File: config.mk
export PLATFORM = sky130hd
export DESIGN_NAME = pipe_stage_hs
export DESIGN_NICKNAME = d
export VERILOG_FILES = /design/src/rtl/pipe_pkg.sv /design/src/rtl/pipe_skid_buf.sv /design/src/rtl/pipe_stage_hs.sv
export SDC_FILE = /design/constraint.sdc
export NUM_CORES = 1
export LEC_CHECK = 0
export CAP_MARGIN = 40
export CORE_AREA = 3 3 93 86
export DETAILED_ROUTE_END_ITERATION = 6
export DIE_AREA = 0 0 96 89
export DONT_BUFFER_PORTS = 1
export GPL_TIMING_DRIVEN = 0
export PLACE_DENSITY = 0.74
export SYNTH_ARGS = -nofsm -noshare
export SYNTH_HDL_FRONTEND = slang
export SYNTH_SLANG_ARGS = --single-unit
export TNS_END_PERCENT = 5
File: constraint.sdc
create_clock -name clk -period 1.7 [get_ports clk]
set_input_delay 0.17 -clock clk [delete_from_list [all_inputs] [get_ports clk]]
set_output_delay 0.17 -clock clk [all_outputs]
set_load 0.02 [all_outputs]
File: src/rtl/pipe_pkg.sv
// Shared types and constants for the generic pipeline stage register.
package pipe_pkg;

    localparam int unsigned PIPE_INSTR_W = 16;
    localparam int unsigned PIPE_CTRL_W  = 8;
    localparam int unsigned PIPE_DATA_W  = 16;
    localparam int unsigned PIPE_NDATA   = 3;
    localparam int unsigned PIPE_WORD_W  = PIPE_INSTR_W + PIPE_CTRL_W + PIPE_NDATA * PIPE_DATA_W;

    localparam logic [PIPE_INSTR_W-1:0] NOP_INSTR = 16'h0800;

    // Bit positions inside the control bundle
    localparam int unsigned CTRL_REGWRITE = 0;
    localparam int unsigned CTRL_MEMWRITE = 1;
    localparam int unsigned CTRL_MEMEN    = 2;
    localparam int unsigned CTRL_MEMTOREG = 3;
    localparam int unsigned CTRL_DUMP     = 4;
    localparam int unsigned CTRL_REGDST   = 5;
    localparam int unsigned CTRL_REGDST_W = 2;

    typedef struct packed {
        logic [PIPE_INSTR_W-1:0]           instr;
        logic [PIPE_CTRL_W-1:0]            ctrl;
        logic [PIPE_NDATA*PIPE_DATA_W-1:0] data;
    } pipe_word_t;

    typedef enum logic [1:0] {
        SKID_EMPTY = 2'd0,
        SKID_ONE   = 2'd1,
        SKID_TWO   = 2'd2
    } skidState_t;

endpackage

File: src/rtl/pipe_skid_buf.sv
// Two-entry (main + skid) storage whose ready is decoded purely from registered state,
// so there is no combinational path from outReady to inReady.
module pipe_skid_buf
    import pipe_pkg::*;
#(
    parameter int unsigned WORD_W = PIPE_WORD_W
) (
    input  logic              clk,
    input  logic              rst_n,
    input  logic              flush,
    input  logic              inValid,
    output logic              inReady,
    input  logic [WORD_W-1:0] inWord,
    input  logic              outReady,
    output logic              outValid,
    output logic [WORD_W-1:0] outWord
);

    skidState_t        stateQ;
    skidState_t        stateNext;
    logic              loadMain;
    logic              loadSkid;
    logic              mainFromSkid;
    logic [WORD_W-1:0] mainQ;
    logic [WORD_W-1:0] skidQ;

    assign inReady  = (stateQ != SKID_TWO);
    assign outValid = (stateQ != SKID_EMPTY);
    assign outWord  = mainQ;

    always_ff @(posedge clk or negedge rst_n) begin
        if (!rst_n) begin
            stateQ <= SKID_EMPTY;
        end else begin
            stateQ <= stateNext;
        end
    end

    // Occupancy transitions; inValid implies acceptance in EMPTY/ONE since ready is high there
    always_comb begin
        stateNext    = stateQ;
        loadMain     = 1'b0;
        loadSkid     = 1'b0;
        mainFromSkid = 1'b0;
        case (stateQ)
            SKID_EMPTY: begin
                if (inValid) begin
                    loadMain  = 1'b1;
                    stateNext = SKID_ONE;
                end
            end
            SKID_ONE: begin
                if (outReady) begin
                    if (inValid) begin
                        loadMain = 1'b1;
                    end else begin
                        stateNext = SKID_EMPTY;
                    end
                end else if (inValid) begin
                    loadSkid  = 1'b1;
                    stateNext = SKID_TWO;
                end
            end
            SKID_TWO: begin
                if (outReady) begin
                    mainFromSkid = 1'b1;
                    stateNext    = SKID_ONE;
                end
            end
            default: stateNext = SKID_EMPTY;
        endcase
        if (flush) begin
            stateNext = SKID_EMPTY;
        end
    end

    always_ff @(posedge clk or negedge rst_n) begin
        if (!rst_n) begin
            mainQ <= '0;
            skidQ <= '0;
        end else begin
            if (loadMain) begin
                mainQ <= inWord;
            end else if (mainFromSkid) begin
                mainQ <= skidQ;
            end
            if (loadSkid) begin
                skidQ <= inWord;
            end
        end
    end

endmodule

File: src/rtl/pipe_stage_hs.sv
// Generic valid/ready pipeline stage register with flush, bubble masking and a stall counter.
// Build option: PIPE_SKID_EN selects the registered-ready two-entry skid buffer.
module pipe_stage_hs #(
    parameter int unsigned          INSTR_W   = 16,
    parameter int unsigned          CTRL_W    = 8,
    parameter int unsigned          DATA_W    = 16,
    parameter int unsigned          NDATA     = 3,
    parameter logic [INSTR_W-1:0]   NOP_INSTR = INSTR_W'(pipe_pkg::NOP_INSTR),
    parameter int unsigned          CNT_W     = 16
) (
    input  logic                    clk,
    input  logic                    rst_n,
    input  logic                    flush,
    input  logic                    in_valid,
    output logic                    in_ready,
    input  logic [INSTR_W-1:0]      in_instr,
    input  logic [CTRL_W-1:0]       in_ctrl,
    input  logic [NDATA*DATA_W-1:0] in_data,
    output logic                    out_valid,
    input  logic                    out_ready,
    output logic [INSTR_W-1:0]      out_instr,
    output logic [CTRL_W-1:0]       out_ctrl,
    output logic [NDATA*DATA_W-1:0] out_data,
    output logic [CNT_W-1:0]        stall_cnt
);

    localparam int unsigned DATAV_W = NDATA * DATA_W;
    localparam int unsigned WORD_W  = INSTR_W + CTRL_W + DATAV_W;

    logic [WORD_W-1:0] inWord;
    logic [WORD_W-1:0] mainWord;
    logic              mainValid;
    logic [CNT_W-1:0]  stallCntQ;

    assign inWord = {in_instr, in_ctrl, in_data};

`ifdef PIPE_SKID_EN
    pipe_skid_buf #(
        .WORD_W (WORD_W)
    ) uSkidBuf (
        .clk      (clk),
        .rst_n    (rst_n),
        .flush    (flush),
        .inValid  (in_valid),
        .inReady  (in_ready),
        .inWord   (inWord),
        .outReady (out_ready),
        .outValid (mainValid),
        .outWord  (mainWord)
    );
`else
    logic accept;

    assign in_ready = !mainValid | out_ready;
    assign accept   = in_valid & in_ready;

    // Single slot: flush discards both the held word and anything accepted this cycle
    always_ff @(posedge clk or negedge rst_n) begin
        if (!rst_n) begin
            mainValid <= 1'b0;
            mainWord  <= '0;
        end else if (flush) begin
            mainValid <= 1'b0;
        end else if (accept) begin
            mainValid <= 1'b1;
            mainWord  <= inWord;
        end else if (out_ready) begin
            mainValid <= 1'b0;
        end
    end
`endif

    // Bubbles always look like NOPs downstream, whatever the storage holds
    assign out_valid = mainValid;
    assign out_instr = mainValid ? mainWord[WORD_W-1 -: INSTR_W] : NOP_INSTR;
    assign out_ctrl  = mainValid ? mainWord[DATAV_W +: CTRL_W] : '0;
    assign out_data  = mainWord[DATAV_W-1:0];

    always_ff @(posedge clk or negedge rst_n) begin
        if (!rst_n) begin
            stallCntQ <= '0;
        end else if (mainValid && !out_ready && (stallCntQ != '1)) begin
            stallCntQ <= stallCntQ + CNT_W'(1);
        end
    end

    assign stall_cnt = stallCntQ;

endmodule

==> results of run 1 <==
final timing paths:
check	startpoint	endpoint	slack, ps	cells past startpoint
max	out_valid	mainWord[0]	-20	5
min	rst_n	mainWord[36]	-480	0
max reg2reg	out_valid	mainWord[0]	-20	5
min reg2reg	mainWord[49]	mainWord[49]	510	1
max in group asynchronous	rst_n	stall_cnt[6]	2020	0
min in group clk	out_ready	stall_cnt[15]	310	5
through the flow:
| stage | hold WS (ps) | util (%) |
|---|---|---|
| 2_1_floorplan | -126 | - |
| 3_3_place_gp | -123 | 58.1 |
| 3_5_place_dp | -123 | 58.1 |
| 4_1_cts | -507 | 73.2 |
| 5_1_grt | -517 | 75.8 |
| 6_report | -477 | 75.8 |
synth_stat cells (2+ instances only):
| cell | instances |
|---|---|
| mux2_2 | 72 |
| clkbuf_1 | 2 |
| nand3_1 | 5 |
| nand4_1 | 5 |
| buf_2 | 8 |
| buf_4 | 48 |
| xnor2_1 | 3 |
| nor4_1 | 3 |
| xor2_1 | 11 |
| nor2_1 | 5 |
| and2_1 | 23 |
| and3_1 | 3 |
| nand2_1 | 5 |
| nor3b_1 | 2 |
| nor3_1 | 4 |
| dfrtp_1 | 89 |
critical path: cells and delay by family, from the launching register on:
| family | cells | cell delay (ps) |
|---|---|---|
| mux | 1 | 340 |
| buf+inv | 2 | 380 |
| simple gates | 2 | 380 |
| flops | 1 | 500 |
logic make-up after synthesis:
family          Yosys count  synth area share (%)
flops                    89                  55.7
compound gates            2                 0.407
buf+inv                  59                  10.3
fa+ha+maj                 1                 0.313
xor+xnor                 14                  3.07
mux                      73                  20.7
simple gates             62                  9.49
final cells by class:
cell class / instances / area share (%)
multi-input cells: 152 / 28.5
well taps: 93 / 2.17
repair buffers: 82 / 15.0
flip-flops and latches: 89 / 41.9
inverters: 1 / 0.0700
plain buffers: 58 / 8.96
clock buffers: 12 / 2.52
clock inverters: 3 / 0.793
sequential cells by signal, indices dropped and copies added, names as in the netlist:
register and flops:
mainWord 72, out_valid 1, stall_cnt 16
layout by cell type, fill, tap and decap left out, drive strengths merged, types with 2 or more instances in the layout:
cell / Yosys / routed
and3: 3 / 3
nand3: 5 / 5
nand4: 6 / 6
dfrtp: 89 / 89
nor3: 4 / 4
clkbuf: 2 / 13
dlygate4sd3: 0 / 74
and2: 23 / 23
xnor2: 3 / 3
xor2: 11 / 11
mux2: 73 / 73
nor3b: 2 / 2
nand2: 5 / 5
nor4: 4 / 4
buf: 56 / 65
nor2: 6 / 6
routing by layer:
layer | global-route usage, % | vias up | share of wire [%]
met4 | 6.85 | 0 | 1.4
met1 | 23.9 | 1225 | 39
met2 | 35.0 | 122 | 51
li1 | - | 1161 | -
met3 | 7.24 | 11 | 8.8
met5 | 0 | - | 0
power groups by stage:
stage | clock [mW] | combinational (mW) | sequential [mW]
finish | 1.34 | 1.43 | 2.85
floorplan | 0 | 1.05 | 2.75
global placement | 0 | 1.13 | 2.80
detailed placement | 0 | 1.17 | 2.82
global route | 1.49 | 1.51 | 2.90
CTS | 1.40 | 1.34 | 2.80
repair_timing:
action / CTS / global route
resized for setup: 31 / 50
buffers inserted: 5 / 3
endpoints found under the hold margin: 162 / 89
endpoints found under the setup margin: 107 / 106
pin swaps: 3 / 6
==> flow_metrics.tcl, run 1 <==
set metrics [dict create \
    cts.sinks 89 \
    tightest_slew_ps 362 \
    tritoncts "built" \
    yosysSeqAreaShare_pct 55.7 \
    crit_path_cell_trace "nor2b_4 > nor3b_2 > buf_6 > buf_8 > mux2_2" \
    leakage_nw 2.41 \
    nFillCells 416 \
    p_comb_share_pct 25.4 \
    finalHoldViolCount 89 \
    synth_edf_count 0 \
    power_mw 5.62 \
    worst-setup-path-type "flip-flop to flip-flop" \
    htree_levels 3 \
    worst_ir_drop_vdd_uv 1040 \
    gr-usage-all-layers_pct 20.4 \
    cts-root-buf "clkbuf_8" \
    synth_largest_area_cell "dfrtp_1" \
    vias_per_cell 5.14 \
    maxSlewHeadroom_pct 75.9 \
    swShare_pct 29.9 \
    synthCells 300 \
    synth_top_area_share_pct 55.7 \
    maxCapViolations 0 \
    place_area_um2 4110 \
    clk_path_buf_depth 2 \
    synth.avg_cell_area_um2 13.3 \
    layout_setup_ws_ps -19.4 \
    firstDrtPassIters 4 \
    final_nets 471 \
    drt-wirelength-per-cell_um 18.6 \
    numPortBuffers 0 \
    async_flop_share_pct 100 \
    dp_hpwl_mm 5.41 \
    synthTopCellsByArea "dfrtp_1 (56%), mux2_2 (20%), buf_4 (9.0%), and2_1 (3.6%), xor2_1 (2.4%)" \
    place_ws_ps -361 \
    clock_latency_ps 340 \
    gp_congestion 0.795 \
    cts_inserted_buffers 9 \
    synth_cell_types 28 \
    grt_pass1_vias 2628 \
    design_area_um2 5360 \
    drt_wl_total_mm 9.11 \
    num_vias 2519 \
    drtIter0Drc 49 \
    grt_max_degree 90 \
    grt_pass1_wl_mm 13.2 \
    die_area_um2 8540 \
    critical_path.max_fanout 10 \
    multi_input_area_um2 1530 \
    antenna_cells 0 \
    syn_area_um2 4000 \
    io_pins 167 \
    synth_flop_cell "dfrtp_1" \
    power_switching_mw 1.68 \
    p_seq_share_pct 50.7 \
    min_period_ps 1720 \
    antenna_found_initial 0 \
    die_y_um 89 \
    setup_viol 38 \
    grt_setup_unrepaired "true" \
    start_kind "flip-flop" \
    postCtsHoldBufs 74 \
    required_ps 1920 \
    ys_ff_latch 89 \
    gr-total-overflow 0 \
    p_int_mw 3.94 \
    skew_ps 11.3 \
    holdCritPathClass "primary input to async pin" \
    ff_latch_area_um2 2250 \
    pwr_density_cell_nw_per_um2 1050 \
    chipWidth_um 96 \
    worstPathArrival_ps 1940 \
    endpoint_kind "flip-flop" \
    violations "negative hold slack, negative setup slack" \
    core-area_um2 7080 \
    cts.clk_slew.worst_paths_ps 80 \
    fmax_mhz 582 \
    synth_warnings 0 \
    status "complete, but fails checks" \
    clockPowerShare_pct 23.9 \
    finalNonFillerCells 490 \
    slew_violations 0 \
    place_inst 393 \
    syn-num-nets 378 \
    setup_tns_ps -323 \
    initial_core_util_pct 56.5 \
    drc_errors 0 \
    postRouteAntennaNets 0 \
    cp_slowest_stage_delay_ps 500 \
    slowest_stage "dfrtp_2" \
    area_delta_synth_final_pct 34.2 \
    whs_ps -477 \
    layout-drive-gt1-share_pct 44.3 \
    rows 29 \
    min_period_over_period_pct 101 \
]
No activity file was read; power rests on OpenSTA's default activity.
==> run 2: changes to the inputs <==
- RECOVER_POWER: not set -> 100
==> results of run 2 <==
Same layout as run 1: the final DEF is identical, and so are final timing and power.
==> run 3: changes to the inputs <==
--- a/config.mk
+++ b/config.mk
@@ -17,2 +17,3 @@
 export SYNTH_HDL_FRONTEND = slang
+export SYNTH_HIERARCHICAL = 1
 export SYNTH_SLANG_ARGS = --single-unit
--- a/constraint.sdc
+++ b/constraint.sdc
@@ -3,2 +3,2 @@
 set_output_delay 0.17 -clock clk [all_outputs]
-set_load 0.02 [all_outputs]
+set_load 0.01 [all_outputs]
==> run 3 against run 2 <==
- the flow still finishes with violations (negative hold slack, negative setup slack)
- first-iteration DRC count increased by 6.1%
- register-to-register slack about the same
- die area is the same
==> flow_metrics.tcl, run 3 <==
set metrics [dict create \
    finalNonFillerCells 495 \
    leakage_nw 2.57 \
    finish.utilization_pct 79.4 \
    synth_warnings 6 \
    route.met2.wl_mm 4.85 \
    drtIter0Drc 52 \
    chipWidth_um 96 \
    clock_latency_ps 340 \
    grt_max_degree 90 \
    endpoint_kind "flip-flop" \
    start_kind "flip-flop" \
    required_ps 1920 \
    cts-root-buf "clkbuf_8" \
    holdCritPathClass "primary input to async pin" \
    syn-num-nets 378 \
    htree_levels 3 \
    multi_input_area_um2 1600 \
    worstPathArrival_ps 1950 \
    gr-usage-all-layers_pct 20.1 \
    firstDrtPassIters 4 \
    gr-total-overflow 0 \
    rr_worst_depth 6 \
    postRouteAntennaNets 0 \
    synthTopCellsByArea "dfrtp_1 (56%), mux2_2 (20%), buf_4 (9.0%), and2_1 (3.6%), xor2_1 (2.4%)" \
    tightest_slew_ps 333 \
    syn_area_um2 4000 \
    synth_top_area_share_pct 55.7 \
    vias_per_cell 5.21 \
    whs_ps -480 \
    synth_edf_count 0 \
    worst_ir_drop_vdd_uv 703 \
    grt_pass1_vias 2631 \
    min_period_ps 1730 \
    async_flop_share_pct 100 \
    yosysSeqAreaShare_pct 55.7 \
    die_y_um 89 \
    top_layer "met4" \
    cts.clk_slew.worst_paths_ps 80 \
    slew_violations 0 \
    final_common_cell "dfrtp_1" \
    fmax_mhz 578 \
    slowest_stage "dfrtp_2" \
    worst-setup-path-type "flip-flop to flip-flop" \
    drc_errors 0 \
    layout-drive-gt1-share_pct 44.3 \
    tritoncts "built" \
    ys_top_cells_by_count "dfrtp_1 (89), mux2_2 (72), buf_4 (48)" \
    crit_path_cell_trace "nor2b_4 > nor3b_4 > buf_6 > buf_12 > clkbuf_16 > mux2_4" \
    skew_ps 7.58 \
    synth_flop_cell "dfrtp_1" \
    wl_met1_mm 3.93 \
    synth.avg_cell_area_um2 13.3 \
    cts.sinks 89 \
    status "complete, but fails checks" \
    rows 29 \
    initial_core_util_pct 56.5 \
    io_pins 167 \
    antenna_cells 0 \
    dp_hpwl_mm 5.50 \
    num_vias 2579 \
    drt-wirelength-per-cell_um 19.6 \
    area_delta_synth_final_pct 40.6 \
    maxCapViolations 0 \
    drt_wl_total_mm 9.69 \
    grt_setup_unrepaired "true" \
    met3_length_um 807 \
    nFillCells 359 \
    die_area_um2 8540 \
    ys_ff_latch 89 \
    setup_viol 26 \
    startpoint "out_valid" \
    cp_slowest_stage_delay_ps 490 \
    gp_congestion 0.795 \
    violations "negative hold slack, negative setup slack" \
    largest_register_ff_count 72 \
    layout_setup_ws_ps -29.5 \
    core-area_um2 7080 \
    numPortBuffers 0 \
    cts_inserted_buffers 9 \
    place_inst 393 \
    critical_path.max_fanout 7 \
    grt_pass1_wl_mm 13.2 \
    synth.most_common_cell "dfrtp_1" \
    final_nets 477 \
    synthCells 300 \
    synth_largest_area_cell "dfrtp_1" \
    place_ws_ps -294 \
    synth_cell_types 28 \
    finalHoldViolCount 89 \
    min_period_over_period_pct 102 \
    antenna_found_initial 0 \
    largest_register "mainWord" \
    layout_common_cells "dfrtp_1 (76), dlygate4sd3_1 (74), buf_4 (52)" \
    timing.rr.start "out_valid" \
    ff_latch_area_um2 2240 \
    pwr_density_cell_nw_per_um2 987 \
    clk_path_buf_depth 2 \
    maxSlewHeadroom_pct 77.8 \
]
-- run 3: changes by cell type in the layout (fill, tap and decap cells not counted), moves of 3 or more --
| cell | before | now |
|---|---|---|
| dfrtp_2 | 16 | 13 |
| mux2_4 | 26 | 46 |
| buf_12 | 0 | 5 |
| mux2_2 | 47 | 27 |
| clkbuf_16 | 0 | 4 |
| dfrtp_1 | 73 | 76 |
-- run 3: layer usage --
metal,GRT usage [%],vias to the layer above
li1,-,1169
met1,23.7,1274
met2,35.1,125
met3,7.07,11
met4,5.43,0
met5,0,-
-- run 3: cell families after synthesis --
| kind of cell | share of synthesized area (%) |
|---|---|
| fa+ha+maj | 0.313 |
| simple gates | 9.49 |
| compound gates | 0.407 |
| xor+xnor | 3.07 |
| mux | 20.7 |
| flops | 55.7 |
| buf+inv | 10.3 |
-- run 3: final cells by class --
type	count	area share (%)
tap	93	2.07
sequential	89	39.9
clock buffer	11	2.52
inverter	1	0.0668
buffer	58	8.89
timing repair buffer	88	17.3
multi-input combinational	152	28.5
clock inverter	3	0.757
-- run 3: through the flow --
step                instance area, um^2  power (mW)  TNS (ps)
finish                             5620        5.55      -263
global route                       5620        5.83     -2360
CTS                                5300        5.38     -1080
detailed placement                 4110        3.75    -19750
global placement                   4110        3.69    -22530
floorplan                          4000        3.56         0
-- run 3: path summary, 6_finish.rpt --
| path | end | slack [ps] |
|---|---|---|
| worst max-delay path | mainWord[38] | -30 |
| worst min-delay path | mainWord[49] | -480 |
| worst max register to register | mainWord[38] | -30 |
| worst min register to register | mainWord[53] | 510 |
| max in group asynchronous | stall_cnt[13] | 2040 |
| min in group clk | stall_cnt[0] | 270 |
-- run 3: what timing repair did --
action | 4_1_cts | 5_1_grt
cloned | 2 | 4
endpoints found under the setup margin | 85 | 84
pin swaps | 4 | 4
resized for setup | 43 | 60
hold endpoints to repair | 162 | 90
setup buffers | 7 | 2
hold buffers | 73 | 1
-- run 3: where the power goes --
group          switching, mW  leakage (nW)  internal, mW
combinational          0.483          1.42         0.880
sequential             0.332          1.06          2.48
clock                  0.669        0.0913         0.702
-- run 3: worst max-delay path: cells and delay by family, from the launching register on --
| kind | cells | cell delay [ps] |
|---|---|---|
| flops | 1 | 490 |
| simple gates | 2 | 380 |
| mux | 1 | 300 |
| buf+inv | 3 | 440 |
